File: src/rtl/sysid_ext.sv
// -----------------------------------------------------------------------------
// sysid_ext
//
// Avalon-MM read/write system-ID slave. It returns a fixed ID word and a build
// timestamp, holds a software scratch register and publishes a capability
// word. When built with the optional counters it also provides:
//   - a free-running 64-bit cycle counter, read coherently through CYCLE_LO
//     (which snapshots the upper half) and CYCLE_HI,
//   - a seconds uptime counter driven by a CLK_FREQ_HZ prescaler,
//   - a CTRL word whose bit 0 clears all counter state.
//
// Optional feature macro: SYSID_EXT_COUNTERS_EN
//   defined   : cycle counter, prescaler, UPTIME_SEC, hi_shadow and CTRL clear
//               are built, CAPS bit 0 = 1.
//   undefined : none of that logic exists; words 4-6 read 0, CTRL writes are
//               ignored, CAPS bit 0 = 0.
//
// Register map (word address):
//   0 ID          RO  ID_VALUE
//   1 TIMESTAMP   RO  TIMESTAMP
//   2 SCRATCH     RW  byte-lane writes
//   3 CAPS        RO  {16'h5E1D, ADDR_W[7:0], 7'b0, counters_present}
//   4 UPTIME_SEC  RO  seconds since reset/clear
//   5 CYCLE_LO    RO  cycle[31:0]; latches cycle[63:32] into hi_shadow
//   6 CYCLE_HI    RO  hi_shadow
//   7 CTRL        WO  bit 0 (with byteenable[0]) clears the counters
//   8+            reads 0, writes ignored
//
// Handshake: the slave is always ready (no waitrequest). Every cycle in which
// read is high is one accepted read transfer; its response appears exactly one
// cycle later with readdatavalid high for that single cycle. Every cycle in
// which write is high is one accepted write, committed at that clock edge.
// readdata holds its previous value while readdatavalid is low. A reset
// sampled together with a read cancels that read's response.
//
// Ports:
//   clock          single clock for all logic
//   reset          synchronous, active-high reset
//   address        word address (ADDR_W bits, ADDR_W >= 3)
//   read / write   transfer strobes
//   writedata      write data
//   byteenable     write byte lanes
//   readdata       registered read data
//   readdatavalid  one-cycle response strobe
//
// Parameters: ID_VALUE, TIMESTAMP, CLK_FREQ_HZ (>= 2), ADDR_W (>= 3).
// -----------------------------------------------------------------------------
module sysid_ext #(
  parameter logic [31:0] ID_VALUE    = 32'h0000_0000,
  parameter logic [31:0] TIMESTAMP   = 32'd0,
  parameter int          CLK_FREQ_HZ = 50_000_000,
  parameter int          ADDR_W      = 3
) (
  input  logic              clock,
  input  logic              reset,
  input  logic [ADDR_W-1:0] address,
  input  logic              read,
  input  logic              write,
  input  logic [31:0]       writedata,
  input  logic [3:0]        byteenable,
  output logic [31:0]       readdata,
  output logic              readdatavalid
);

`ifdef SYSID_EXT_COUNTERS_EN
  localparam logic COUNTERS_PRESENT = 1'b1;
`else
  localparam logic COUNTERS_PRESENT = 1'b0;
`endif

  localparam logic [31:0] CAPS_VALUE =
    {16'h5E1D, 8'(ADDR_W), 7'd0, COUNTERS_PRESENT};

  localparam logic [2:0] W_ID     = 3'd0;
  localparam logic [2:0] W_TSTAMP = 3'd1;
  localparam logic [2:0] W_SCRATCH = 3'd2;
  localparam logic [2:0] W_CAPS   = 3'd3;
  localparam logic [2:0] W_UPTIME = 3'd4;
  localparam logic [2:0] W_CYC_LO = 3'd5;
  localparam logic [2:0] W_CYC_HI = 3'd6;
  localparam logic [2:0] W_CTRL   = 3'd7;

  // ---------------------------------------------------------------------------
  // Address decode. Only words 0-7 are mapped; anything wider than 3 bits with
  // a non-zero upper part is unmapped. Zero-extending to 32 bits keeps the
  // compare legal for ADDR_W = 3 where no upper bits exist.
  // ---------------------------------------------------------------------------
  logic [31:0] addr_ext;
  logic        in_map;
  logic [2:0]  word;

  assign addr_ext = 32'(address);
  assign in_map   = (addr_ext < 32'd8);
  assign word     = address[2:0];

  logic wr_scratch;
  assign wr_scratch = write && in_map && (word == W_SCRATCH);

  // ---------------------------------------------------------------------------
  // Scratch register
  // ---------------------------------------------------------------------------
  logic [31:0] scratch;

  always_ff @(posedge clock) begin
    if (reset) begin
      scratch <= '0;
    end else if (wr_scratch) begin
      for (int i = 0; i < 4; i++) begin
        if (byteenable[i]) scratch[8*i +: 8] <= writedata[8*i +: 8];
      end
    end
  end

`ifdef SYSID_EXT_COUNTERS_EN
  // ---------------------------------------------------------------------------
  // Counters. A CTRL clear and reset share one path so they have identical
  // effect on counter state; the clear takes priority over a same-cycle
  // prescaler terminal count and over a same-cycle hi_shadow capture.
  // ---------------------------------------------------------------------------
  localparam logic [31:0] PRESC_LAST = 32'(CLK_FREQ_HZ - 1);

  logic [63:0] cycle;
  logic [31:0] presc;
  logic [31:0] uptime;
  logic [31:0] hi_shadow;
  logic        ctrl_clear;
  logic        presc_tc;
  logic        rd_cyc_lo;

  assign ctrl_clear = write && in_map && (word == W_CTRL) &&
                      byteenable[0] && writedata[0];
  assign presc_tc   = (presc == PRESC_LAST);
  assign rd_cyc_lo  = read && in_map && (word == W_CYC_LO);

  always_ff @(posedge clock) begin
    if (reset || ctrl_clear) begin
      cycle     <= '0;
      presc     <= '0;
      uptime    <= '0;
      hi_shadow <= '0;
    end else begin
      cycle <= cycle + 64'd1;
      if (presc_tc) begin
        presc  <= '0;
        uptime <= uptime + 32'd1;
      end else begin
        presc  <= presc + 32'd1;
      end
      // Snapshot the upper half in the same cycle the lower half is returned,
      // so a later CYCLE_HI read pairs with this CYCLE_LO value.
      if (rd_cyc_lo) hi_shadow <= cycle[63:32];
    end
  end
`endif

  // ---------------------------------------------------------------------------
  // Read mux (combinational, pre-write values) and registered response
  // ---------------------------------------------------------------------------
  logic [31:0] rd_mux;

  always_comb begin
    rd_mux = '0;
    if (in_map) begin
      case (word)
        W_ID:      rd_mux = ID_VALUE;
        W_TSTAMP:  rd_mux = TIMESTAMP;
        W_SCRATCH: rd_mux = scratch;
        W_CAPS:    rd_mux = CAPS_VALUE;
`ifdef SYSID_EXT_COUNTERS_EN
        W_UPTIME:  rd_mux = uptime;
        W_CYC_LO:  rd_mux = cycle[31:0];
        W_CYC_HI:  rd_mux = hi_shadow;
`endif
        default:   rd_mux = '0;
      endcase
    end
  end

  always_ff @(posedge clock) begin
    if (reset) begin
      readdata      <= '0;
      readdatavalid <= 1'b0;
    end else begin
      readdatavalid <= read;
      if (read) readdata <= rd_mux;
    end
  end

endmodule

File: config.mk
export PLATFORM = sky130hd
export DESIGN_NAME = sysid_ext
export DESIGN_NICKNAME = d
export VERILOG_FILES = /design/src/rtl/sysid_ext.sv
export SDC_FILE = /design/constraint.sdc
export NUM_CORES = 1
export LEC_CHECK = 0
export BUFFER_PORTS_ARGS = -buffer_cell sky130_fd_sc_hd__buf_2
export CAP_MARGIN = 10
export CORE_ASPECT_RATIO = 1.4
export CORE_MARGIN = 1.5
export CORE_UTILIZATION = 52
export CTS_CLUSTER_SIZE = 14
export DETAILED_ROUTE_END_ITERATION = 8
export GPL_TIMING_DRIVEN = 1
export PLACE_DENSITY = 0.79
export RECOVER_POWER = 50
export SLEW_MARGIN = 20
export SYNTH_ARGS = -nofsm -noshare
export SYNTH_HDL_FRONTEND = slang
export SYNTH_SLANG_ARGS = --single-unit
export TNS_END_PERCENT = 50
File: constraint.sdc
create_clock -name clock -period 1.7 [get_ports clock]
set_clock_uncertainty 0.15 [all_clocks]
set_input_delay 0.51 -clock clock [delete_from_list [all_inputs] [get_ports clock]]
set_output_delay 0.51 -clock clock [all_outputs]
set_load 0.1 [all_outputs]
Yosys cells after proc, flatten, opt, wreduce, memory -nomap -nowiden --
Index checks and enable logic that the tools add are counted.
Word-level totals: bits in registers 65, word-level logic and storage cells 17, bits of input ports 43, output and inout port bits 33
Operators by class: $lt $le $gt $ge 1, equality and inequality tests 2, reduce and logical (&&, ||, !) cells 6, muxes and demuxes 2
Operators by type and width (number):
- $pmux 32 s2 | 1
- $mux 32 | 1
- $reduce_and 2->1 | 4
- $eq 3x2->1 const B | 2
- $lt 3x4->1 const B | 1
- $logic_and 1x1->1 | 2

Logic depth before layout (Yosys ltp) --
depth in word-level cells 4, mapped depth 5, depth with buffers taken out 3

Least setup slack after synthesis --
No wires, ideal clock.
path kind register to output, start point register readdata[16], end point output port readdata[16], data arrival time 925 ps, cell stages (with the launch flop) 1, data required time 1040 ps, buffers on the path 0, setup slack 115 ps, path through dfxtp_1
RTL lines:
- start: declaration | line 61 | output logic [31:0] readdata,
- start signal: assignment | line 185 | if (read) readdata <= rd_mux;
No word-level cell between the ends.

Worst setup path in the final report --
start point register readdata[29], end point output port readdata[29]
No word-level cell between the ends.

==> metrics.txt <==
outcome completed; clock transition at the registers of the reported paths 70 ps; postcts setup bufs 0; crit-path max FO 2; CP startpoint kind register; initial DRC count 106; initial antenna violation count 0; Clock power frac 0.424; largest net degree at the start of global routing 98; IO buf count 75; Post-Route WL 6.67 mm; leakage 1.45 nW; root buf cell clkbuf_8; starting density of the core 0.541; Gate power share 0.089; GP Congestion 0.786; vias in the first global route 2269; CTS Buf Count 9; fraction of power spent switching nets 0.231; Worst EP arrival 950 ps; CP Cell Sequence buf_12; CORE AREA 5160 um2; Synth area leaders dfxtp_1, nand4b_1, o21ai_2; Crit-path slowest cell dfxtp_1; CP max stage delay 410 ps; CTS tree yes; CP required 1040 ps; # H-tree levels 3; Max-slew headroom 0.657; register area share after synthesis 0.466; Internal Power 2.45 mW; setup TNS 0 ps; Yosys top cell by area dfxtp_1; hold-fix buffer count after cts 0; first-pass GRT wire length 10.5 mm; Final period util 0.947; Hold Path Origin writedata[0]; Synthesized Nets 337; RSZ-0062 raised after global routing no; Sw Pwr 737 uW; die area 5820 um2; synthesized area 2790 um2; Buf/Inv on CP 1; gr usage total 0.238; critical path class reg2out; CP top delay family flip-flops; Reg2Reg Launch Point readdata[29]; Final setup viols 0; HPWL Detailed 4.42 mm; Detail Route Antenna Nets 0; tightest hold margin 285 ps; #FFs+latches synth 65; reg2reg end readdata[29]; drt pass-1 iters 4; nature of the critical path endpoint primary output; vias per cell 5.50; Clock Path Buffers 2; Max VDD drop 621 uV; Site Rows 31; min cycle time layout 1610 ps; Final Max Tran Viols 0; pwr dens 834 nW/um2; most common cell after layout, fill and taps aside dfxtp_1; wire per inst 15.4 um; Yosys cell types 19; Die H 89.7 um; fraction of layout instances using a drive strength above 1 0.336; PnR Total Power 3.19 mW; Hold Path Class in2reg; Layout area overhead 37.0%; clk_lat worst skew 330 ps; Sequential Power Share 0.487; worst-margin pin slew 515 ps; Mapped Avg Cell Area 9.49 um2; GRT overflow 0; commonest non-fill, non-tap cells in the layout dfxtp_1, nand2b_1, buf_2, buf_12; flop2flop setup slack 720 ps; top achievable clock speed 621 MHz; end of the worst hold path scratch[0]; max cap viols 0; reg2reg path depth 3; DR vias 2375; IO Pins 76; DRC Markers 0; die width 64.9 um; hold path depth 3; Layout Nets 404; Mapped Cells 294; CP Depth 1; TritonCTS Sinks 65; share of the synthesized area in the top cell type 0.466; final hold viol count 0; yosys warns 0; antenna cells 0
-- sequential cells by signal (all words and copies together) (netlist names) --
register,cells
readdata,32
readdatavalid,1
scratch,32
-- synth_stat cells --
cell type and instances:
a21oi_1 32, and2_1 1, and2_4 3, and3b_1 1, and4bb_1 1, and4bb_2 1
buf_1 1, buf_2 6, buf_4 2, buf_6 5, clkbuf_1 15, dfxtp_1 65
nand2b_1 43, nand4b_1 32, nor2_1 21, nor2b_1 22, o21ai_0 1, o21ai_1 10
o21ai_2 32
-- metal layers --
metal  global-route usage  routed length (um)  share of wire  vias up
met5                    0                   0              0        -
li1                     -                   -              -     1147
met1                0.275                2800           0.42     1147
met2                0.410                3380           0.51       68
met4                0.112                 141          0.021        0
met3               0.0648                 350          0.052       13
-- cells by family after synthesis --
family / after synthesis / share of synthesized area
AOI/OAI and AO/OA: 75 / 0.178
DFF: 65 / 0.466
and+or+nand+nor: 125 / 0.298
buffers and inverters: 29 / 0.0578
-- layout make-up --
class / instances / area (um2)
fillers: 376 / 1340
flip-flops and latches: 65 / 1300
multi-input cells: 200 / 1290
repair buffers: 85 / 943
clock buffers: 14 / 173
well taps: 66 / 82.6
clock inverters: 2 / 35.0
-- how the worst max path moves through the flow --
stage	endpoint	slack [ps]	start
finish	readdata[29]	90	readdata[29]
CTS	readdata[29]	90	readdata[29]
floorplan	readdata[16]	110	readdata[16]
detailed placement	readdata[12]	-30	address[0]
global placement	readdata[3]	10	address[0]
global route	scratch[5]	50	address[2]
-- repair_timing --
item,in CTS,in global routing
setup endpoints to repair,1,0
resized for setup,1,0
endpoints found under the hold margin,0,0
-- power by group through the flow --
stage / clock (mW) / sequential [mW] / combinational [mW]
2_1_floorplan: 0 / 1.64 / 0.116
3_3_place_gp: 0 / 1.59 / 0.280
3_5_place_dp: 0 / 1.59 / 0.286
4_1_cts: 1.37 / 1.55 / 0.289
5_1_grt: 1.43 / 1.55 / 0.299
6_report: 1.35 / 1.55 / 0.282
-- metrics by stage --
stage / util / setup slack, ps / instance area (um2) / cells
2_1_floorplan: - / 115 / 2790 / 294
3_3_place_gp: 0.713 / 9.87 / 3680 / 416
3_5_place_dp: 0.713 / -32.2 / 3680 / 416
4_1_cts: 0.754 / 87.4 / 3890 / 432
5_1_grt: 0.741 / 45.4 / 3820 / 432
6_report: 0.741 / 90.8 / 3820 / 432
No activity file was read; power rests on OpenSTA's default activity.
